==> config.mk <==
export PLATFORM = sky130hd
export DESIGN_NAME = rns2bin_32_31_21_5_flat
export DESIGN_NICKNAME = d
export VERILOG_FILES = /design/src/rtl/rns2bin_32_31_21_5_pkg.sv /design/src/rtl/rns2bin_32_31_21_5_if.sv /design/src/rtl/rns2bin_32_31_21_5_mrc_step.sv /design/src/rtl/rns2bin_32_31_21_5.sv /design/src/flat_wrapper.sv
export SDC_FILE = /design/constraint.sdc
export NUM_CORES = 1
export LEC_CHECK = 0
export BUFFER_PORTS_ARGS = -buffer_cell sky130_fd_sc_hd__buf_4
export CORE_UTILIZATION = 45
export DETAILED_ROUTE_END_ITERATION = 8
export PLACE_DENSITY_LB_ADDON = 0.3
export RECOVER_POWER = 50
export SLEW_MARGIN = 0
export SYNTH_ARGS = -nofsm -noshare
export SYNTH_HDL_FRONTEND = slang
export SYNTH_SLANG_ARGS = --single-unit
==> constraint.sdc <==
create_clock -name clk -period 19.74 [get_ports clk]
set_input_delay 3.948 -clock clk [delete_from_list [all_inputs] [get_ports clk]]
set_output_delay 3.948 -clock clk [all_outputs]
set_load 0.005 [all_outputs]
==> src/rtl/rns2bin_32_31_21_5_pkg.sv <==
`default_nettype none
// ============================================================================
// Package : rns_32_31_21_5_pkg
// Brief   : Moduli, MRC inverses, digit weights and FSM encoding for the
//           {32, 31, 21, 5} reverse converter.
// Rev     : 1.0
// ============================================================================
package rns_32_31_21_5_pkg;

  localparam int DYN_SIZE = 17;
  localparam int MAX_MOD  = 5;

  localparam int MOD_1 = 32;
  localparam int MOD_2 = 31;
  localparam int MOD_3 = 21;
  localparam int MOD_4 = 5;

  localparam int INV_32_M31 = 1;
  localparam int INV_32_M21 = 2;
  localparam int INV_32_M5  = 3;
  localparam int INV_31_M21 = 19;
  localparam int INV_31_M5  = 1;
  localparam int INV_21_M5  = 1;

  localparam int W2 = 32;
  localparam int W3 = 992;
  localparam int W4 = 20832;

  typedef enum logic [2:0] {
    ST_IDLE = 3'd0,
    ST_D1   = 3'd1,
    ST_D2   = 3'd2,
    ST_D3   = 3'd3,
    ST_D4   = 3'd4,
    ST_DONE = 3'd5
  } state_t;

endpackage
`default_nettype wire

==> src/rtl/rns2bin_32_31_21_5_if.sv <==
`default_nettype none
// ============================================================================
// Interface : rns2bin_32_31_21_5_if
// Brief     : Residue-in / binary-out valid-ready bus of the reverse converter.
// Rev       : 1.0
// ============================================================================
interface rns2bin_32_31_21_5_if;
  import rns_32_31_21_5_pkg::*;

  logic                in_valid;
  logic                in_ready;
  logic [MAX_MOD-1:0]  in_mod_1;
  logic [MAX_MOD-1:0]  in_mod_2;
  logic [MAX_MOD-1:0]  in_mod_3;
  logic [MAX_MOD-1:0]  in_mod_4;
  logic                out_valid;
  logic                out_ready;
  logic [DYN_SIZE-1:0] out_data;
  logic                out_err;

  modport master (
    output in_valid, in_mod_1, in_mod_2, in_mod_3, in_mod_4, out_ready,
    input  in_ready, out_valid, out_data, out_err
  );

  modport slave (
    input  in_valid, in_mod_1, in_mod_2, in_mod_3, in_mod_4, out_ready,
    output in_ready, out_valid, out_data, out_err
  );

endinterface
`default_nettype wire

==> src/rtl/rns2bin_32_31_21_5_mrc_step.sv <==
`default_nettype none
// ============================================================================
// Module : rns_mrc_step
// Brief  : One mixed-radix step, r = ((t - a mod M) mod M) * INV mod M.
// Rev    : 1.0
// ============================================================================
module rns_mrc_step
  import rns_32_31_21_5_pkg::*;
#(
  parameter int M   = 31,
  parameter int INV = 1
) (
  input  logic [MAX_MOD-1:0] i_t,
  input  logic [MAX_MOD-1:0] i_a,
  output logic [MAX_MOD-1:0] o_r
);

  logic [11:0] w_a_red;
  logic [11:0] w_diff;
  logic [11:0] w_prod;

  // Adding M before subtracting keeps the difference non-negative even when
  // t itself is an out-of-range residue.
  assign w_a_red = {7'd0, i_a} % 12'(M);
  assign w_diff  = ({7'd0, i_t} + 12'(M) - w_a_red) % 12'(M);
  assign w_prod  = (w_diff * 12'(INV)) % 12'(M);
  assign o_r     = MAX_MOD'(w_prod);

endmodule
`default_nettype wire

==> src/rtl/rns2bin_32_31_21_5.sv <==
`default_nettype none
// ============================================================================
// Module : rns2bin_32_31_21_5
// Brief  : Sequential MRC reverse converter, {32,31,21,5} residues to binary.
// Rev    : 1.0
// ============================================================================
module rns2bin_32_31_21_5
  import rns_32_31_21_5_pkg::*;
(
  input  logic                  clk,
  input  logic                  reset,
  rns2bin_32_31_21_5_if.slave   bus
);

  state_t              r_state;
  state_t              w_state_next;
  logic [MAX_MOD-1:0]  r_t1, r_t2, r_t3, r_t4;
  logic [DYN_SIZE-1:0] r_acc;
  logic                r_err;
  logic [DYN_SIZE-1:0] r_out_data;
  logic                r_out_err;

  logic                w_accept;
  logic                w_err_in;
  logic [MAX_MOD-1:0]  w_d1_t2, w_d1_t3, w_d1_t4;
  logic [MAX_MOD-1:0]  w_d2_t3, w_d2_t4;
  logic [MAX_MOD-1:0]  w_d3_t4;
  logic [DYN_SIZE-1:0] w_acc_final;

  rns_mrc_step #(.M(MOD_2), .INV(INV_32_M31)) u_d1_m2 (.i_t(r_t2), .i_a(r_t1), .o_r(w_d1_t2));
  rns_mrc_step #(.M(MOD_3), .INV(INV_32_M21)) u_d1_m3 (.i_t(r_t3), .i_a(r_t1), .o_r(w_d1_t3));
  rns_mrc_step #(.M(MOD_4), .INV(INV_32_M5))  u_d1_m4 (.i_t(r_t4), .i_a(r_t1), .o_r(w_d1_t4));
  rns_mrc_step #(.M(MOD_3), .INV(INV_31_M21)) u_d2_m3 (.i_t(r_t3), .i_a(r_t2), .o_r(w_d2_t3));
  rns_mrc_step #(.M(MOD_4), .INV(INV_31_M5))  u_d2_m4 (.i_t(r_t4), .i_a(r_t2), .o_r(w_d2_t4));
  rns_mrc_step #(.M(MOD_4), .INV(INV_21_M5))  u_d3_m4 (.i_t(r_t4), .i_a(r_t3), .o_r(w_d3_t4));

  assign w_accept    = (r_state == ST_IDLE) && bus.in_valid;
  assign w_err_in    = (bus.in_mod_2 > 5'd30) | (bus.in_mod_3 > 5'd20) |
                       (bus.in_mod_4 > 5'd4)  | (|bus.in_mod_4[4:3]);
  assign w_acc_final = r_acc + DYN_SIZE'(r_t4) * DYN_SIZE'(W4);

  assign bus.in_ready  = (r_state == ST_IDLE);
  assign bus.out_valid = (r_state == ST_DONE);
  assign bus.out_data  = r_out_data;
  assign bus.out_err   = r_out_err;

  always_ff @(posedge clk or negedge reset) begin
    if (!reset) r_state <= ST_IDLE;
    else        r_state <= w_state_next;
  end

  always_comb begin
    w_state_next = r_state;
    case (r_state)
      ST_IDLE: if (bus.in_valid)  w_state_next = ST_D1;
      ST_D1:                      w_state_next = ST_D2;
      ST_D2:                      w_state_next = ST_D3;
      ST_D3:                      w_state_next = ST_D4;
      ST_D4:                      w_state_next = ST_DONE;
      ST_DONE: if (bus.out_ready) w_state_next = ST_IDLE;
      default:                    w_state_next = ST_IDLE;
    endcase
  end

  always_ff @(posedge clk or negedge reset) begin
    if (!reset) begin
      r_t1       <= '0;
      r_t2       <= '0;
      r_t3       <= '0;
      r_t4       <= '0;
      r_acc      <= '0;
      r_err      <= 1'b0;
      r_out_data <= '0;
      r_out_err  <= 1'b0;
    end else begin
      case (r_state)
        ST_IDLE: if (w_accept) begin
          r_t1  <= bus.in_mod_1;
          r_t2  <= bus.in_mod_2;
          r_t3  <= bus.in_mod_3;
          r_t4  <= bus.in_mod_4;
          r_err <= w_err_in;
        end
        ST_D1: begin
          r_t2  <= w_d1_t2;
          r_t3  <= w_d1_t3;
          r_t4  <= w_d1_t4;
          r_acc <= DYN_SIZE'(r_t1);
        end
        ST_D2: begin
          r_t3  <= w_d2_t3;
          r_t4  <= w_d2_t4;
          r_acc <= r_acc + DYN_SIZE'(r_t2) * DYN_SIZE'(W2);
        end
        ST_D3: begin
          r_t4  <= w_d3_t4;
          r_acc <= r_acc + DYN_SIZE'(r_t3) * DYN_SIZE'(W3);
        end
        ST_D4: begin
          r_acc      <= w_acc_final;
          r_out_data <= r_err ? '0 : w_acc_final;
          r_out_err  <= r_err;
        end
        default: ;
      endcase
    end
  end

endmodule
`default_nettype wire

==> src/flat_wrapper.sv <==
// flat-port wrapper written by rule: the top's interface ports become plain ports
module rns2bin_32_31_21_5_flat import rns_32_31_21_5_pkg::*;
  (clk, reset, bus_in_valid, bus_in_mod_1, bus_in_mod_2, bus_in_mod_3, bus_in_mod_4, bus_out_ready, bus_in_ready, bus_out_valid, bus_out_data, bus_out_err);
  rns2bin_32_31_21_5_if bus_i ();
  input  logic clk;
  input  logic reset;
  input wire logic [$bits(bus_i.in_valid)-1:0] bus_in_valid;
  input wire logic [$bits(bus_i.in_mod_1)-1:0] bus_in_mod_1;
  input wire logic [$bits(bus_i.in_mod_2)-1:0] bus_in_mod_2;
  input wire logic [$bits(bus_i.in_mod_3)-1:0] bus_in_mod_3;
  input wire logic [$bits(bus_i.in_mod_4)-1:0] bus_in_mod_4;
  input wire logic [$bits(bus_i.out_ready)-1:0] bus_out_ready;
  output wire logic [$bits(bus_i.in_ready)-1:0] bus_in_ready;
  output wire logic [$bits(bus_i.out_valid)-1:0] bus_out_valid;
  output wire logic [$bits(bus_i.out_data)-1:0] bus_out_data;
  output wire logic [$bits(bus_i.out_err)-1:0] bus_out_err;
  assign bus_i.in_valid = bus_in_valid;
  assign bus_i.in_mod_1 = bus_in_mod_1;
  assign bus_i.in_mod_2 = bus_in_mod_2;
  assign bus_i.in_mod_3 = bus_in_mod_3;
  assign bus_i.in_mod_4 = bus_in_mod_4;
  assign bus_i.out_ready = bus_out_ready;
  assign bus_in_ready = bus_i.in_ready;
  assign bus_out_valid = bus_i.out_valid;
  assign bus_out_data = bus_i.out_data;
  assign bus_out_err = bus_i.out_err;
  rns2bin_32_31_21_5 u_core (.clk(clk), .reset(reset), .bus(bus_i));
endmodule
==> Yosys cells after proc, flatten, opt, wreduce, memory -nomap -nowiden <==
Index checks and enable logic that the tools add are counted.
{ "word_totals": {"ff_bits": 59, "wordCells": 80, "inputBits": 24} }
{ "op_classes": {"reduce_logical": 12, "n_eq_ne": 8, "n_addsub": 12, "bitwise_logic": 3, "mux": 11, "div": 18, "order_cmp": 3, "n_mul": 4} }
{ "ops": {"columns": ["cell", "count"], "rows": [
  ["12-bit by 3-bit remainder unit with 12-bit output (second input constant)", 6],
  ["12-bit by 5-bit remainder unit with 12-bit output (second input constant)", 6],
  ["17-bit case mux with 4 select lines", 1],
  ["5-bit by 3-bit remainder unit with 12-bit output (second input constant)", 3],
  ["5-bit by 5-bit remainder unit with 12-bit output (second input constant)", 3],
  ["12-bit subtractor", 3],
  ["6-bit by 12-bit subtractor with 12-bit output", 3],
  ["5-bit case mux with 4 select lines", 1],
  ["3-bit case mux with 6 select lines", 1],
  ["17-bit by 10-bit adder with 17-bit output", 1],
  ["17-bit by 15-bit adder with 17-bit output", 1],
  ["17-bit adder", 1],
  ["17-bit 2-to-1 mux", 1],
  ["5-bit 2-to-1 mux", 3],
  ["5-bit case mux with 3 select lines", 1],
  ["5-bit by 5-bit adder with 6-bit output (second input constant)", 2],
  ["12-bit by 2-bit multiplier with 12-bit output (second input constant)", 1],
  ["12-bit by 5-bit multiplier with 12-bit output (second input constant)", 1],
  ["5-bit by 10-bit multiplier with 12-bit output (second input constant)", 1],
  ["5-bit greater-than comparator (second input constant)", 2],
  ["5-bit by 5-bit multiplier with 10-bit output (second input constant)", 1],
  ["5-bit case mux with 2 select lines", 1],
  ["2-bit AND reduction", 5],
  ["4-bit nonzero test", 2],
  ["other kinds (14)", 20]
]} }

==> Longest topological paths before layout <==
Gate-level depths: netlist of run 1.
{ "logic_depth": {"word_depth": 6, "depth_mapped": 86} }

==> By module <==
From an unflattened synthesis of run 1, not the netlist that was laid out.
{ "unflattened": {"hier_cells": 2902, "area_unflattened_um2": 22022.4} }
{ "by_module_without_submodules": {"columns": ["module", "instances", "area_per_inst_um2", "cells_per_inst"], "rows": [
  ["rns2bin_32_31_21_5", 1, 4971.0, 532],
  ["rns_mrc_step at u_core.u_d2_m3", 1, 4842.1, 692],
  ["rns_mrc_step at u_core.u_d1_m4", 1, 3861.2, 526],
  ["rns_mrc_step at u_core.u_d3_m4", 1, 2384.8, 327],
  ["rns_mrc_step at u_core.u_d1_m3", 1, 2159.6, 302],
  ["rns_mrc_step at u_core.u_d2_m4", 1, 2073.2, 289],
  ["rns_mrc_step at u_core.u_d1_m2", 1, 1730.4, 234]
]} }

==> Worst setup path before layout of run 1 <==
OpenSTA, ideal clock, no wires.
{ "synth_path": {"path_type": "reg2reg", "startpoint": "reg u_core.r_t2[1]", "endpoint": "reg u_core.r_t3[1]", "setup_ps": 104, "n_path_buf": 3, "required_ps": 19636, "path_stages_with_launch": 82, "setup_slack_ps": 3866, "arrival_time_ps": 15770, "path_cell_list": "dfrtp_1 > inv_1 > ha_1 > o21ai_0 > ha_1 > clkbuf_1 > a21oi_2 > mux2_2 > fa_1 > a211oi_1 > o21ai_1 > o21ai_1 > a22o_1 > or2_1 > buf_2 > o31ai_4 > a21oi_4 > mux2_4 > [... 46 more ...] > a221o_1 > nand3b_2 > nand2_2 > xnor2_1 > ha_1 > or4_1 > nand2_1 > o2111a_1 > nor2_1 > xnor2_1 > ha_1 > nand2b_1 > nand2_1 > o21ai_0 > nand3_1 > a32oi_2 > or4_1 > o311ai_1"} }
{ "synth_between": {"elab_chain_len": 6} }
{ "synth_lines": {"columns": ["item", "line_no", "source"], "rows": [
  ["start, declared", "rns2bin_32_31_21_5.sv:17", "logic [MAX_MOD-1:0] r_t1, r_t2, r_t3, r_t4;"],
  ["start signal, assigned", "rns2bin_32_31_21_5.sv:79", "r_t2 <= bus.in_mod_2;"],
  ["start signal, assigned", "rns2bin_32_31_21_5.sv:85", "r_t2 <= w_d1_t2;"],
  ["5-bit by 5-bit remainder unit with 12-bit output", "rns2bin_32_31_21_5_mrc_step.sv:24", "assign w_a_red = {7'd0, i_a} % 12'(M);"],
  ["12-bit subtractor", "rns2bin_32_31_21_5_mrc_step.sv:25", "assign w_diff = ({7'd0, i_t} + 12'(M) - w_a_red) % 12'(M);"],
  ["12-bit by 5-bit remainder unit with 12-bit output", "rns2bin_32_31_21_5_mrc_step.sv:25", null],
  ["12-bit by 5-bit multiplier with 12-bit output", "rns2bin_32_31_21_5_mrc_step.sv:26", "assign w_prod = (w_diff * 12'(INV)) % 12'(M);"],
  ["12-bit by 5-bit remainder unit with 12-bit output", "rns2bin_32_31_21_5_mrc_step.sv:26", null],
  ["5-bit case mux with 3 select lines", "rns2bin_32_31_21_5.sv:76", "case (r_state)"],
  ["end signal, assigned", "rns2bin_32_31_21_5.sv:80", "r_t3 <= bus.in_mod_3;"],
  ["end signal, assigned", "rns2bin_32_31_21_5.sv:86", "r_t3 <= w_d1_t3;"],
  ["end signal, assigned", "rns2bin_32_31_21_5.sv:91", "r_t3 <= w_d2_t3;"],
  ["end, declared", "rns2bin_32_31_21_5.sv:17", null]
]} }
No other way between the ends.
A chain may end at the register's enable or synchronous reset.

==> Worst setup path in the final report of run 1 <==
Ends and elaborated chain as after synthesis.

==> flow_metrics.env, run 1 <==
export IMPL_crit_start="u_core.r_t2[1]"
export IMPL_arrival_ps=18390
export IMPL_fin_crit_sh_pct=92.0
export IMPL_synth_main_ff_cell="dfrtp_1"
export IMPL_cp_top_family="compound AO/OA/AOI/OAI gates"
export IMPL_yosys_cell_types_count=164
export IMPL_post_place_cells=2975
export IMPL_synth_edf_count=0
export IMPL_finalClockSkew_ps=9.76
export IMPL_drc=0
export IMPL_start_kind="flop"
export IMPL_hp_class="flop to flop"
export IMPL_synth_area_um2=18600
export IMPL_fillers=4076
export IMPL_critPathSlowestCell="or4_1"
export IMPL_r2r_start="u_core.r_t2[1]"
export IMPL_numClockSinks=59
export IMPL_crit_fanout=24
export IMPL_initial_utilization_pct=45.6
export IMPL_fin_util_pct=47.7
export IMPL_dpl_hpwl_mm=40.2
export IMPL_final_max_slew_viol_count=102
export IMPL_dr_max_layer_used="met4"
export IMPL_relSlewSlack_pct=-125
export IMPL_postRouteAntennaNets=0
export IMPL_post_cts_buffers=0
export IMPL_yosysMostFrequentCell="nand2_1"
export IMPL_setup_viol=0
export IMPL_synth_common_cells="nand2_1, nor2_1, ha_1"
export IMPL_grt_setup_unrepaired="no"
export IMPL_final_cells=2991
export IMPL_worst_slack_ps=1580
export IMPL_drive_gt1_share_pct=10.8
export IMPL_outcome="finished with violations"
export IMPL_vias=19053
export IMPL_fin_crit_ps=18160
export IMPL_critPathMostFrequentCell="ha_1"
export IMPL_first_iter_violations=1309
export IMPL_worstMarginPinSlew_ps=3370
export IMPL_hold_path_startpoint="u_core.bus.out_data[3]"
export IMPL_htree_num_levels=3
export IMPL_finalSetupTns_ps=0
export IMPL_avgRoutedWirePerCell_um=17.0
export IMPL_portBuffers=43
export IMPL_drt_met1_wl_mm=24.3
export IMPL_max_stage_delay_ps=540
export IMPL_drt_total_wl_mm=51.0
export IMPL_ios=44
export IMPL_fin_nets=2673
export IMPL_cts_path_max_buffers=2
export IMPL_cts_buffers=9
export IMPL_yosysWarnings=0
export IMPL_synth_top_area_cell="ha_1"
export IMPL_hold_violations=0
export IMPL_num_rows=74
export IMPL_fmax_ghz=0.0551
export IMPL_grt_overflow_total=0
export IMPL_insertion_delay_ps=340
export IMPL_grt_max_degree=60
export IMPL_via_per_inst=6.37
export IMPL_gp_congestion=0.941
export IMPL_crit_type="flop to flop"
export IMPL_core_area_um2=40700
export IMPL_die_x_um=205
export IMPL_place_ws_ps=1650
export IMPL_grt_pass1_wl_mm=86.6
export IMPL_syn_inst=2483
export IMPL_grt_antenna_before_repair=0
export IMPL_crit_required_ps=19970
export IMPL_netlist_top_cells_area="ha_1, dfrtp_1, xnor2_1"
export IMPL_grt_use_total_pct=24.1
export IMPL_wl_met3_mm=1.81
export IMPL_setup_worst_path_end_class="flop"
export IMPL_drt_first_pass_iters=6
export IMPL_ys_seq_area_share_pct=7.94
export IMPL_dr_wl_met2_mm=23.8
export IMPL_grt_pass1_vias=17895
export IMPL_worst_path_buf_inv=5
export IMPL_root_buffer="clkbuf_16"
export IMPL_die_area_um2=42100
export IMPL_ys_seq_elements=59
export IMPL_failed_checks="capacitance limit, slew limit"
export IMPL_cts_tree="done"
export IMPL_avgSynthCellArea_um2=7.49
export IMPL_cap_violations=2
export IMPL_diodes=0
export IMPL_postSynth_asyncResetShare_pct=100
export IMPL_die_h_um=205
export IMPL_area_growth_pct=4.52
export IMPL_postSynthNetCount=2702
export IMPL_path_clk_slew_ps=60
export IMPL_synth_top_area_share_pct=11.4
## kinds of logic (layout without fill, tap and decap cells)
kind of cell             count (synthesis)  count (layout)  share of synthesized area, %
AO/OA/AOI/OAI                          876             876                          35.6
XOR/XNOR                               166             166                          8.13
AND/OR/NAND/NOR                        875             875                          23.9
multiplexers                            64              64                          3.86
flip-flops                              59              59                          7.94
adder cells (fa/ha/maj)                202             202                          14.5
buffers and inverters                  241             217                          6.07
## layout by cell type, fill, tap and decap left out, types with 19 or more instances in the layout
cell	n
nor2b_1	25
mux2_2	19
nor4_1	19
ha_1	170
inv_1	139
o21ai_0	112
or3_1	22
and3_1	26
a21oi_1	163
nor2_1	200
o211ai_1	45
a211oi_1	37
xor2_1	42
nor3_1	60
o21a_1	24
nand2_1	229
nand2b_1	36
o21bai_1	28
a31oi_1	50
and2_1	33
xnor2_1	118
nand4_1	29
nand3_1	73
buf_4	50
a21o_1	44
o21ai_1	26
dfrtp_1	59
fa_1	25
mux2i_1	34
o22ai_1	25
## per-stage QoR
| stage | cell area [µm²] | hold slack, ps |
|---|---|---|
| 6_report | 19400 | 481 |
| 5_1_grt | 19400 | 510 |
| 2_1_floorplan | 18600 | 447 |
| 4_1_cts | 19400 | 486 |
| 3_5_place_dp | 19100 | 472 |
| 3_3_place_gp | 19100 | 464 |
## sequential cells by signal, indices dropped and copies added (netlist names)
name	count
u_core.bus.out_data	17
u_core.r_acc	17
u_core.r_t1	5
u_core.r_t2	5
u_core.r_t3	5
u_core.r_t4	5
u_core.r_state	3
u_core.bus.out_err	1
u_core.r_err	1
## path summary, 6_finish.rpt
kind	to	slack [ps]	cells after the start
min reg2reg	u_core.bus.out_data[3]	480	2
max reg2reg	u_core.r_t3[1]	1580	77
max	u_core.r_t3[1]	1580	77
max in group asynchronous	u_core.r_state[1]	13090	1
min	u_core.bus.out_data[3]	480	2
min in group asynchronous	u_core.bus.out_data[10]	4740	1
## what timing repair did
action / 4_1_cts / 5_1_grt
gates resized for setup: 0 / 5
hold buffers: 0 / 0
endpoints found under the setup margin: 0 / 4
## tightest hold or removal path, cell delays in order (launching register included)
cell and delay [ps]:
dfrtp_1 340, nand2_1 40, o21ai_0 60
## cell type report
class	instances	area [µm²]	share of cell area, %
inverters	146	551	2.83
clock inverters	6	88.8	0.457
flip-flops and latches	59	1480	7.60
clock buffers	10	239	1.23
well taps	532	666	3.43
repair buffers	55	398	2.05
multi-input cells	2183	16000	82.4
## layer usage
layer,track usage [%],up-vias
met5,0,-
met4,5.61,0
met3,1.44,84
met2,41.1,487
met1,33.0,9141
li1,-,9341
Power of run 1 is not shown: default switching activity piles up to over one toggle a cycle in this logic, so the estimate is an artifact.
==> run 2: changes to the inputs <==
--- a/config.mk
+++ b/config.mk
@@ -6,7 +6,7 @@
 export NUM_CORES = 1
 export LEC_CHECK = 0
 export BUFFER_PORTS_ARGS = -buffer_cell sky130_fd_sc_hd__buf_4
-export CORE_UTILIZATION = 45
+export CORE_UTILIZATION = 50
 export DETAILED_ROUTE_END_ITERATION = 8
 export PLACE_DENSITY_LB_ADDON = 0.3
 export RECOVER_POWER = 50
==> run 2 against run 1 <==
  * The run still ends with capacitance limit, slew limit left
  * Clock-buffer cell count decreased by 1
  * Highest routed layer unchanged
  * Cell count decreased by 2.1%
  * Cell area decreased by 0.41%
  * First-iteration DRC count increased by 28%
  * Maximum frequency decreased by 0.75%
  * Critical path type unchanged
  * Global-route usage increased by 1.9 points
  * Via count about the same
  * Setup slack got worse by 140 ps
==> flow_metrics.env, run 2 (synthesis results as in run 1) <==
export IMPL_mostFrequentLayoutCell="nand2_1"
export IMPL_root_buffer="clkbuf_16"
export IMPL_ios=44
export IMPL_insertion_delay_ps=340
export IMPL_crit_required_ps=19980
export IMPL_path_clk_slew_ps=60
export IMPL_finalClockSkew_ps=7.82
export IMPL_failed_checks="capacitance limit, slew limit"
export IMPL_first_iter_violations=1678
export IMPL_holdBufCountCts=0
export IMPL_final_cell_mix="nand2_1, nor2_1, ha_1, a21oi_1, inv_1"
export IMPL_cts_path_max_buffers=2
export IMPL_grt_max_degree=60
export IMPL_outcome="finished with violations"
export IMPL_critPathMostFrequentCell="ha_1"
export IMPL_fin_crit_sh_pct=92.7
export IMPL_grt_use_total_pct=26.0
export IMPL_fin_crit_ps=18290
export IMPL_via_per_inst=6.51
export IMPL_area_growth_pct=4.09
export IMPL_numClockSinks=59
export IMPL_grt_antenna_before_repair=0
export IMPL_crit_fanout=24
export IMPL_hold_path_depth=2
export IMPL_drive_gt1_share_pct=10.8
export IMPL_cts_tree="done"
export IMPL_vias=19057
export IMPL_final_cells=2929
export IMPL_grt_pass1_wl_mm=85.6
export IMPL_critPathSlowestCell="nor3b_1"
export IMPL_drc=0
export IMPL_cap_violations=2
export IMPL_fin_util_pct=52.8
export IMPL_diodes=0
export IMPL_finalSetupTns_ps=0
export IMPL_avgRoutedWirePerCell_um=17.2
export IMPL_grt_pass1_vias=17678
export IMPL_crit_type="flop to flop"
export IMPL_arrival_ps=18540
export IMPL_gp_congestion=0.923
export IMPL_num_rows=70
export IMPL_setup_viol=0
export IMPL_drt_first_pass_iters=6
export IMPL_grt_overflow_total=0
export IMPL_cts_buffers=9
export IMPL_worst_r2r_cell_count=79
export IMPL_worstMarginPinSlew_ps=3350
export IMPL_hp_class="flop to flop"
export IMPL_ff2ff_setup_slack_ps=1450
export IMPL_post_cts_buffers=0
export IMPL_relSlewSlack_pct=-124
export IMPL_placed_area_um2=19000
export IMPL_final_area_um2=19300
export IMPL_drt_total_wl_mm=50.5
export IMPL_start_kind="flop"
export IMPL_die_h_um=195
export IMPL_htree_num_levels=3
export IMPL_die_area_um2=37900
export IMPL_hold_violations=0
export IMPL_fmax_ghz=0.0547
export IMPL_postRouteAntennaNets=0
export IMPL_portBuffers=43
export IMPL_die_x_um=195
export IMPL_initial_utilization_pct=50.8
export IMPL_core_area_um2=36600
export IMPL_post_place_cells=2913
export IMPL_final_max_slew_viol_count=102
export IMPL_max_stage_delay_ps=550
export IMPL_fin_nets=2675
export IMPL_cts_repair_resized=0
export IMPL_setup_worst_path_end_class="flop"
export IMPL_grt_setup_unrepaired="no"
export IMPL_dpl_hpwl_mm=39.8
==> run 2: changes by cell type in the layout (fill, tap and decap cells not counted), sizes merged <==
cell      delta
clkinv       +3
buf          +2
clkinvlp     -2
clkbuf       -1
==> run 2: area by class of cell <==
type	count	area [µm²]
Sequential cell	59	1480
Tap cell	468	586
Clock inverter	7	92.6
Fill cell	3512	17300
Timing Repair Buffer	57	409
Multi-Input combinational cell	2183	16000
Inverter	146	551
Clock buffer	9	225
==> run 2: through the flow <==
step	hold WS, ps	worst slack (ps)
4_1_cts	488	1480
6_report	488	1450
5_1_grt	510	16.4
3_3_place_gp	465	2210
3_5_place_dp	476	1590
2_1_floorplan	447	3870
==> run 2: worst paths after layout <==
path	start	end
setup / recovery	u_core.r_t2[1]	u_core.r_t3[1]
hold reg to reg	u_core.bus.out_data[1]	u_core.bus.out_data[1]
hold / removal	u_core.bus.out_data[1]	u_core.bus.out_data[1]
setup reg to reg	u_core.r_t2[1]	u_core.r_t3[1]
max in group asynchronous	reset	u_core.r_t2[0]
min in group asynchronous	reset	u_core.bus.out_data[10]
==> run 2: critical path: cells and delay by family (launching register included) <==
family	cells	cell delay, ps
xor+xnor	6	1450
simple gates	20	4010
mux	3	1170
compound gates	34	7360
flops	1	460
buf+inv	5	430
fa+ha+maj	11	3230
==> run 2: layer usage <==
| metal | vias to the layer above | part of all wire (%) | global-route usage, % |
|---|---|---|---|
| met5 | - | 0 | 0 |
| met4 | 0 | 1.3 | 4.23 |
| met3 | 67 | 4.2 | 1.77 |
| met2 | 505 | 49 | 45.8 |
| met1 | 9144 | 46 | 35.1 |
| li1 | 9341 | - | - |
Power of run 2 is left out for the same reason.
